==> src/rtl/pipeline_ctrl_pkg.sv <==
// rtl/pipeline_ctrl_pkg.sv - shared state encoding and defaults for the pipeline controller
package pipeline_ctrl_pkg;

  typedef enum logic [1:0] {
    ST_RUN    = 2'd0,
    ST_DRAIN  = 2'd1,
    ST_HALTED = 2'd2
  } state_e;

  localparam int TIMEOUT_CYC_DEF = 64;
  localparam int DRAIN_CYCLES    = 4;

endpackage

==> src/rtl/pipeline_ctrl_sat_cnt.sv <==
// rtl/pipeline_ctrl_sat_cnt.sv - saturating up-counter with synchronous clear
module sat_cnt #(
  parameter int W = 32
) (
  input  logic         clk,
  input  logic         arst_n,
  input  logic         en,
  input  logic         clr,
  output logic [W-1:0] cnt
);

  logic [W-1:0] cnt_q, cnt_d;

  always_comb begin
    cnt_d = cnt_q;
    if (clr) begin
      cnt_d = '0;
    end else if (en && !(&cnt_q)) begin
      cnt_d = cnt_q + 1'b1;
    end
  end

  always_ff @(posedge clk or negedge arst_n) begin
    if (!arst_n) begin
      cnt_q <= '0;
    end else begin
      cnt_q <= cnt_d;
    end
  end

  assign cnt = cnt_q;

endmodule

==> src/rtl/pipeline_ctrl.sv <==
// rtl/pipeline_ctrl.sv - hazard/stall/flush control for a 5-stage pipeline with debug halt
module pipeline_ctrl
  import pipeline_ctrl_pkg::*;
#(
  parameter int TIMEOUT_CYC = TIMEOUT_CYC_DEF,
  parameter int CNT_W       = 32
) (
  input  logic             clk,
  input  logic             arst_n,
  input  logic [4:0]       id_rs1,
  input  logic [4:0]       id_rs2,
  input  logic [4:0]       idex_rd,
  input  logic             idex_memread,
  input  logic             mem_redirect,
  input  logic             dmem_req,
  input  logic             dmem_ready,
  input  logic             halt_req,
  output logic             halt_ack,
  output logic             pc_en,
  output logic             pc_sel,
  output logic             if_id_en,
  output logic             if_id_flush,
  output logic             id_ex_en,
  output logic             id_ex_flush,
  output logic             ex_mem_en,
  output logic             ex_mem_flush,
  output logic             mem_wb_en,
  output logic             mem_wb_flush,
  output logic [CNT_W-1:0] stall_cnt,
  output logic [CNT_W-1:0] flush_cnt,
  output logic             err_timeout
);

  localparam int WAIT_W = $clog2(TIMEOUT_CYC + 1);

  state_e            state_q, state_d;
  logic [1:0]        drain_cnt_q, drain_cnt_d;
  logic [WAIT_W-1:0] wait_cnt_q, wait_cnt_d;
  logic              err_q, err_d;
  logic              mem_stall, load_use;

  assign mem_stall = dmem_req & ~dmem_ready;
  assign load_use  = idex_memread & (idex_rd != 5'd0) &
                     ((idex_rd == id_rs1) | (idex_rd == id_rs2));

  always_comb begin
    pc_en        = 1'b1;
    pc_sel       = 1'b0;
    if_id_en     = 1'b1;
    if_id_flush  = 1'b0;
    id_ex_en     = 1'b1;
    id_ex_flush  = 1'b0;
    ex_mem_en    = 1'b1;
    ex_mem_flush = 1'b0;
    mem_wb_en    = 1'b1;
    mem_wb_flush = 1'b0;
    halt_ack     = 1'b0;
    state_d      = state_q;
    drain_cnt_d  = drain_cnt_q;

    if (state_q == ST_HALTED) begin
      pc_en     = 1'b0;
      if_id_en  = 1'b0;
      id_ex_en  = 1'b0;
      ex_mem_en = 1'b0;
      mem_wb_en = 1'b0;
      halt_ack  = 1'b1;
    end else if (mem_stall) begin
      // Freeze everything upstream of MEM and push a bubble into WB.
      pc_en        = 1'b0;
      if_id_en     = 1'b0;
      id_ex_en     = 1'b0;
      ex_mem_en    = 1'b0;
      mem_wb_flush = 1'b1;
    end else if (mem_redirect) begin
      pc_sel       = 1'b1;
      if_id_flush  = 1'b1;
      id_ex_flush  = 1'b1;
      ex_mem_flush = 1'b1;
    end else begin
      if (load_use) begin
        pc_en       = 1'b0;
        if_id_en    = 1'b0;
        id_ex_flush = 1'b1;
      end
      // While draining, stop fetching and feed bubbles behind the last instruction.
      if (state_q == ST_DRAIN) begin
        pc_en       = 1'b0;
        if_id_flush = 1'b1;
      end
    end

    case (state_q)
      ST_RUN: begin
        if (halt_req) begin
          state_d     = ST_DRAIN;
          drain_cnt_d = 2'd0;
        end
      end
      ST_DRAIN: begin
        if (!halt_req) begin
          state_d     = ST_RUN;
          drain_cnt_d = 2'd0;
        end else if (!mem_stall && !load_use) begin
          if (drain_cnt_q == 2'(DRAIN_CYCLES - 1)) begin
            state_d     = ST_HALTED;
            drain_cnt_d = 2'd0;
          end else begin
            drain_cnt_d = drain_cnt_q + 1'b1;
          end
        end
      end
      ST_HALTED: begin
        if (!halt_req) begin
          state_d = ST_RUN;
        end
      end
      default: begin
        state_d     = ST_RUN;
        drain_cnt_d = 2'd0;
      end
    endcase
  end

  always_comb begin
    wait_cnt_d = '0;
    err_d      = err_q;
    if (mem_stall && state_q != ST_HALTED) begin
      wait_cnt_d = (wait_cnt_q == WAIT_W'(TIMEOUT_CYC)) ? wait_cnt_q : wait_cnt_q + 1'b1;
      if (wait_cnt_d == WAIT_W'(TIMEOUT_CYC)) begin
        err_d = 1'b1;
      end
    end
  end

  always_ff @(posedge clk or negedge arst_n) begin
    if (!arst_n) begin
      state_q     <= ST_RUN;
      drain_cnt_q <= 2'd0;
      wait_cnt_q  <= '0;
      err_q       <= 1'b0;
    end else begin
      state_q     <= state_d;
      drain_cnt_q <= drain_cnt_d;
      wait_cnt_q  <= wait_cnt_d;
      err_q       <= err_d;
    end
  end

  assign err_timeout = err_q;

  sat_cnt #(.W(CNT_W)) u_stall_cnt (
    .clk    (clk),
    .arst_n (arst_n),
    .en     (~pc_en & (state_q != ST_HALTED)),
    .clr    (1'b0),
    .cnt    (stall_cnt)
  );

  // pc_sel is only raised when a redirect actually wins priority.
  sat_cnt #(.W(CNT_W)) u_flush_cnt (
    .clk    (clk),
    .arst_n (arst_n),
    .en     (pc_sel),
    .clr    (1'b0),
    .cnt    (flush_cnt)
  );

endmodule
==> config.mk <==
export PLATFORM = sky130hd
export DESIGN_NAME = pipeline_ctrl
export DESIGN_NICKNAME = d
export VERILOG_FILES = /design/src/rtl/pipeline_ctrl_pkg.sv /design/src/rtl/pipeline_ctrl_sat_cnt.sv /design/src/rtl/pipeline_ctrl.sv
export SDC_FILE = /design/constraint.sdc
export NUM_CORES = 1
export LEC_CHECK = 0
export CORE_ASPECT_RATIO = 1.75
export CORE_MARGIN = 3
export CORE_UTILIZATION = 52
export DETAILED_ROUTE_END_ITERATION = 8
export DONT_BUFFER_PORTS = 1
export GPL_ROUTABILITY_DRIVEN = 1
export GPL_TIMING_DRIVEN = 1
export PLACE_DENSITY = 0.71
export SETUP_SLACK_MARGIN = 0.1
export SYNTH_ARGS = -nofsm -noshare
export SYNTH_HDL_FRONTEND = slang
export SYNTH_SLANG_ARGS = --single-unit
==> constraint.sdc <==
create_clock -name clk -period 2.2 [get_ports clk]
set_input_delay 0.22 -clock clk [delete_from_list [all_inputs] [get_ports clk]]
set_output_delay 0.22 -clock clk [all_outputs]
set_load 0.03 [all_outputs]
==> flow_summary.json, run 1 <==
{
  "startpoint_type": "register",
  "use_met3_pct": 7.514,
  "syn-num-nets": 418,
  "cts-root-buf": "clkbuf_16",
  "cts.clk_slew.worst_paths_ns": 0.06,
  "cts_buffers": 9,
  "required_ns": 2.46,
  "slowest_delay_ns": 0.55,
  "clkSinkCount": 76,
  "fin_nets": 508,
  "timing_hold_violations_final": 0,
  "worst_pin_slew_ns": 0.5868,
  "wl_mm": 9.595,
  "cp-end-kind": "register",
  "wire_per_inst_um": 16.77,
  "antenna_left": 0,
  "synth_ff_type": "dfrtp_1",
  "drt_iter0_markers": 100,
  "async_reset_ff_share_pct": 100.0,
  "finalSetupTns_ns": 0,
  "syn-cell-area_um2": 3993,
  "die_area_um2": 8807,
  "grt-busiest-layer": "met2",
  "ys.warnings.count": 0,
  "ys_types": 50,
  "dp_hpwl_mm": 7.186,
  "layout_commonest_cell": "buf_4",
  "htreeDepth": 3,
  "yosys.area.top_type": "dfrtp_1",
  "max-vdd-ir-drop_uv": 618.1,
  "hold_start": "halt_req",
  "ys_seq_area_share_pct": 47.63,
  "slew_headroom_pct": 60.74,
  "layout-drive-gt1-share_pct": 27.37,
  "n_antenna_cell": 0,
  "rr_endpoint": "u_stall_cnt.cnt[27]",
  "min_period_ns": 1.988,
  "num_vias": 3219,
  "path_delay_family": "simple AND/OR/NAND/NOR gates",
  "hold_end": "state_q[1]",
  "vias_per_cell": 5.628,
  "synth_edf_count": 0,
  "die_h_um": 121.9,
  "crit_type": "reg2reg",
  "grt_first_pass_wirelength_mm": 15.93,
  "dr.pass1.iters": 4,
  "clock_path_buffers": 2,
  "antenna_found_initial": 0,
  "grt_pass1_vias": 3410,
  "ys_seq_elements": 76,
  "finalSetupViolCount": 0,
  "cp.arrival_ns": 2.25,
  "fin_crit_sh_pct": 90.36,
  "crit-reg2reg-launch": "u_stall_cnt.cnt[0]",
  "min_path_type": "in2reg",
  "start_util_pct": 54.43,
  "worst-path-buf-inv": 0,
  "layout_common_cells": "buf_4 (82), dfrtp_1 (72), xnor2_1 (56)",
  "rows": 41,
  "grt_max_degree": 77,
  "maxCapViolations": 0,
  "r2r.worst_path.cells": 6,
  "pin_count": 98,
  "die_w_um": 72.24,
  "synth_top_area_share_pct": 47.63,
  "syn_avg_cell_area_um2": 10.21,
  "tritoncts": "built",
  "crit_path_cell_trace": "ha_1 > nand3_1 > or4_1 > o2111a_1 > nand4_1 > xnor2_1",
  "clk_latency_ns": 0.34,
  "critPathSlowestCell": "or4_1",
  "crit_fanout": 8,
  "core_area_um2": 7336,
  "place_congestion": 0.8257,
  "port_buffers": 0,
  "drc": 0,
  "r2r_slack_ns": 0.21,
  "whs_ns": 0.03598,
  "leakagePower_nw": 2.381,
  "grt_util_all_layers_pct": 23.49,
  "met1_usage_pct": 23.48,
  "syn_inst": 391,
  "powerDensity_nw_per_um2": 839.0,
  "holdPathStages": 1,
  "grt_overflow": 0,
  "drv_slew": 0,
  "area_delta_synth_final_pct": 28.02,
  "grtUsageMet2_pct": 43.15,
  "status": "completed",
  "fin_skew_ns": 0.005224,
  "synth_area_leaders": "dfrtp_1 (48%), xnor2_1 (12%), xor2_1 (3.9%), nand3_1 (3.5%), nor2_1 (3.5%)",
  "rsz0062_at_grt": "true",
  "fmax_ghz": 0.5030
}
## worst max path at each step
stage | end | depth (start not counted) | slack [ns] | startpoint
after floorplan | u_stall_cnt.cnt[1] | 7 | 0.06 | state_q[0]
after global placement | u_stall_cnt.cnt[1] | 6 | 0.20 | idex_rd[1]
after detailed placement | u_stall_cnt.cnt[1] | 6 | 0.16 | idex_rd[1]
after CTS | u_stall_cnt.cnt[27] | 6 | 0.17 | u_stall_cnt.cnt[6]
after global routing | u_stall_cnt.cnt[27] | 6 | 0.09 | u_stall_cnt.cnt[0]
final | u_stall_cnt.cnt[27] | 6 | 0.21 | u_stall_cnt.cnt[0]
## kinds of logic after synthesis
| logic type | synth area share, % |
|---|---|
| adder cells (fa/ha/maj) | 1.818 |
| AND/OR/NAND/NOR | 25.13 |
| AO/OA/AOI/OAI | 5.390 |
| multiplexers | 1.598 |
| flip-flops | 47.63 |
| buffers and inverters | 2.194 |
| XOR/XNOR | 16.23 |
## flip-flops by register name (all words and copies together), names as in the netlist
name             cells
u_flush_cnt.cnt     32
state_q              2
drain_cnt_q          2
err_timeout          1
u_stall_cnt.cnt     32
wait_cnt_q           7
## report_power, final
group | internal [mW] | switching (mW)
registers | 1.52 | 0.0697
clock network | 1.22 | 0.582
logic | 0.329 | 0.572
total | 3.06 | 1.22
## synthesized netlist by cell type (3+ instances only)
master,instances
a21boi_0,3
a21oi_1,7
and2_1,3
and3_1,17
buf_4,3
dfrtp_1,76
ha_1,5
inv_1,10
mux2i_1,3
nand2_1,35
nand2b_1,5
nand3_1,28
nand3_2,11
nand4_1,16
nor2_1,37
nor3_1,7
o21ai_0,5
or3_1,5
xnor2_1,56
xor2_1,18
## layout make-up
cell class | count | area [um2]
sequential | 76 | 1907
timing repair buffer | 85 | 673.1
tap | 86 | 107.6
inverter | 10 | 37.54
fill | 559 | 2225
multi-input combinational | 299 | 2022
clock buffer | 9 | 225.2
clock inverter | 7 | 138.9
## metrics by stage
step | power (mW) | worst slack (ns) | std cells | cell area, um2 | util [%]
2_1_floorplan | 2.179 | 0.05920 | 391 | 4013 | -
3_3_place_gp | 2.454 | 0.2032 | 554 | 4702 | 64.10
3_5_place_dp | 2.479 | 0.1639 | 554 | 4702 | 64.10
4_1_cts | 4.321 | 0.1668 | 572 | 5104 | 69.57
5_1_grt | 4.453 | 0.08811 | 572 | 5111 | 69.67
6_report | 4.288 | 0.2120 | 572 | 5111 | 69.67
## what timing repair did
action	CTS	global route
hold buffers	2	0
endpoints found under the hold margin	76	0
endpoints found under the setup margin	0	11
buffers inserted	0	0
resized for setup	0	2
## metal layers
layer  routed length, um  up-vias
li1                    -     1555
met1                3376     1565
met2                5315       77
met3                 616       22
met4                 286        0
met5                   0        -
No activity file was read; power rests on OpenSTA's default activity.
==> run 2, diff against run 1 <==
Settings changed: CORE_UTILIZATION 52 to 55, PLACE_DENSITY 0.71 to 0.74.
==> run 2 against run 1 <==
Effect of this change:
- sequential share of layout area is 0.43 points higher
- fmax fell by 2.3%
- sequential cell count did not move
==> flow_summary.json, run 2 (same netlist as run 1, synthesis figures left out) <==
{
  "status": "completed",
  "maxCapViolations": 0,
  "powerDensity_nw_per_um2": 799.4,
  "grt_max_degree": 77,
  "tritoncts": "built",
  "core_area_um2": 6957,
  "max-vdd-ir-drop_uv": 668.5,
  "critPathSlowestCell": "dfrtp_1",
  "rows": 40,
  "required_ns": 2.45,
  "grt_util_all_layers_pct": 24.81,
  "fin_skew_ns": 0.005947,
  "vias_per_cell": 5.705,
  "crit_type": "reg2reg",
  "antenna_left": 0,
  "pin_count": 98,
  "path_delay_family": "simple AND/OR/NAND/NOR gates",
  "place_congestion": 0.8182,
  "drt_iter0_markers": 210,
  "grt_overflow": 0,
  "cts.clk_slew.worst_paths_ns": 0.06,
  "fill_cells": 524,
  "grt_pass1_vias": 3510,
  "wire_per_inst_um": 17.50,
  "htreeDepth": 3,
  "cts_buffers": 9,
  "n_antenna_cell": 0,
  "drv_slew": 0,
  "dp_hpwl_mm": 7.472,
  "worst_pin_slew_ns": 0.5445,
  "cp-end-kind": "register",
  "num_vias": 3252,
  "die_area_um2": 8358,
  "comb_power_share_pct": 22.2,
  "grt_first_pass_wirelength_mm": 16.44,
  "dr.pass1.iters": 4,
  "rsz0062_at_grt": "true",
  "slew_headroom_pct": 63.70,
  "clkPwrFrac_pct": 38.5,
  "worst-path-buf-inv": 0,
  "layout-drive-gt1-share_pct": 27.16,
  "slowest_delay_ns": 0.45,
  "clkSinkCount": 76,
  "cp.arrival_ns": 2.28,
  "fin_nets": 508,
  "crit_fanout": 6,
  "cts-root-buf": "clkbuf_16",
  "finalSetupTns_ns": 0,
  "timing_hold_violations_final": 0,
  "clock_path_buffers": 2,
  "fmax_ghz": 0.4913,
  "p_seq_share_pct": 39.3,
  "p_sw_mw": 1.211,
  "min_period_ns": 2.035,
  "start_util_pct": 57.39,
  "startpoint_type": "register",
  "sw_frac_of_total_pct": 29.98,
  "wl_mm": 9.975,
  "cpMostUsedCell": "or3_1",
  "port_buffers": 0,
  "antenna_found_initial": 0,
  "die_w_um": 70.41,
  "layout_common_cells": "buf_4 (83), dfrtp_1 (72), xnor2_1 (56)",
  "area_delta_synth_final_pct": 26.54,
  "crit_path_cell_trace": "nand2b_2 > nand3_2 > or3_1 > or3_1 > nor2_1 > xor2_1",
  "min_path_type": "in2reg",
  "fin_crit_sh_pct": 92.51,
  "internal-power_mw": 2.828,
  "finalSetupViolCount": 0,
  "leakagePower_nw": 2.370,
  "layout_commonest_cell": "buf_4",
  "drc": 0,
  "die_h_um": 118.7,
  "totalPowerFinal_mw": 4.039,
  "clk_latency_ns": 0.33
}
[run 2: changes by cell type in the layout (fill, tap and decap cells not counted), sizes merged]
cell      before  now
clkinvlp       0    1
clkinv         3    4
bufinv         4    2
[run 2: repair_timing]
action	4_1_cts	5_1_grt
resized for setup	0	2
setup buffers	0	0
hold buffers	2	0
endpoints found under the hold margin	76	0
endpoints found under the setup margin	0	7
[run 2: layout make-up]
type	instances	area (um2)	area share (%)
well taps	84	105.1	2.080
repair buffers	85	660.6	13.08
clock buffers	9	225.2	4.458
multi-input cells	299	2026	40.09
inverters	10	37.54	0.7429
flip-flops and latches	76	1907	37.74
clock inverters	7	91.34	1.808
[run 2: worst register-to-register path: stages, from the launching register on]
cell and delay [ns]:
dfrtp_1 0.45, nand2b_2 0.13, nand3_2 0.15, or3_1 0.44
or3_1 0.44, nor2_1 0.15, xor2_1 0.19
[run 2: final timing paths]
kind | startpoint | endpoint | slack, ns | cells past startpoint
hold / removal | halt_req | state_q[1] | 0.03 | 1
setup / recovery | state_q[1] | u_flush_cnt.cnt[31] | 0.16 | 6
min in group asynchronous | arst_n | u_flush_cnt.cnt[22] | 0.50 | 2
setup reg to reg | state_q[1] | u_flush_cnt.cnt[31] | 0.16 | 6
hold reg to reg | drain_cnt_q[0] | drain_cnt_q[0] | 0.54 | 2
max in group asynchronous | arst_n | u_stall_cnt.cnt[14] | 1.39 | 2
[run 2: power by group through the flow]
stage                     clock network, mW  logic (mW)  registers (mW)
final                                  1.55       0.897            1.59
after global routing                   1.64       0.960            1.60
after CTS                              1.58       0.904            1.59
after detailed placement                  0       0.864            1.61
after global placement                    0       0.840            1.60
after floorplan                           0       0.304            1.87
[run 2: per-layer routing]
| layer | wire length (um) | global-route usage [%] | vias up |
|---|---|---|---|
| met3 | 620 | 6.979 | 28 |
| li1 | - | - | 1545 |
| met1 | 3424 | 24.67 | 1588 |
| met2 | 5601 | 45.66 | 91 |
| met4 | 328 | 12.23 | 0 |
| met5 | 0 | 0 | - |
[run 2: metrics by stage]
stage	area, um2	hold WS [ns]	instances	setup WS [ns]	util [%]
floorplan	4013	-0.07559	391	0.05920	-
finish	5052	0.03362	570	0.1648	72.63
global route	5052	0.02569	570	0.08239	72.63
detailed placement	4687	-0.07318	552	0.1349	67.37
CTS	5041	0.02560	570	0.1426	72.46
global placement	4687	-0.07334	552	0.1688	67.37
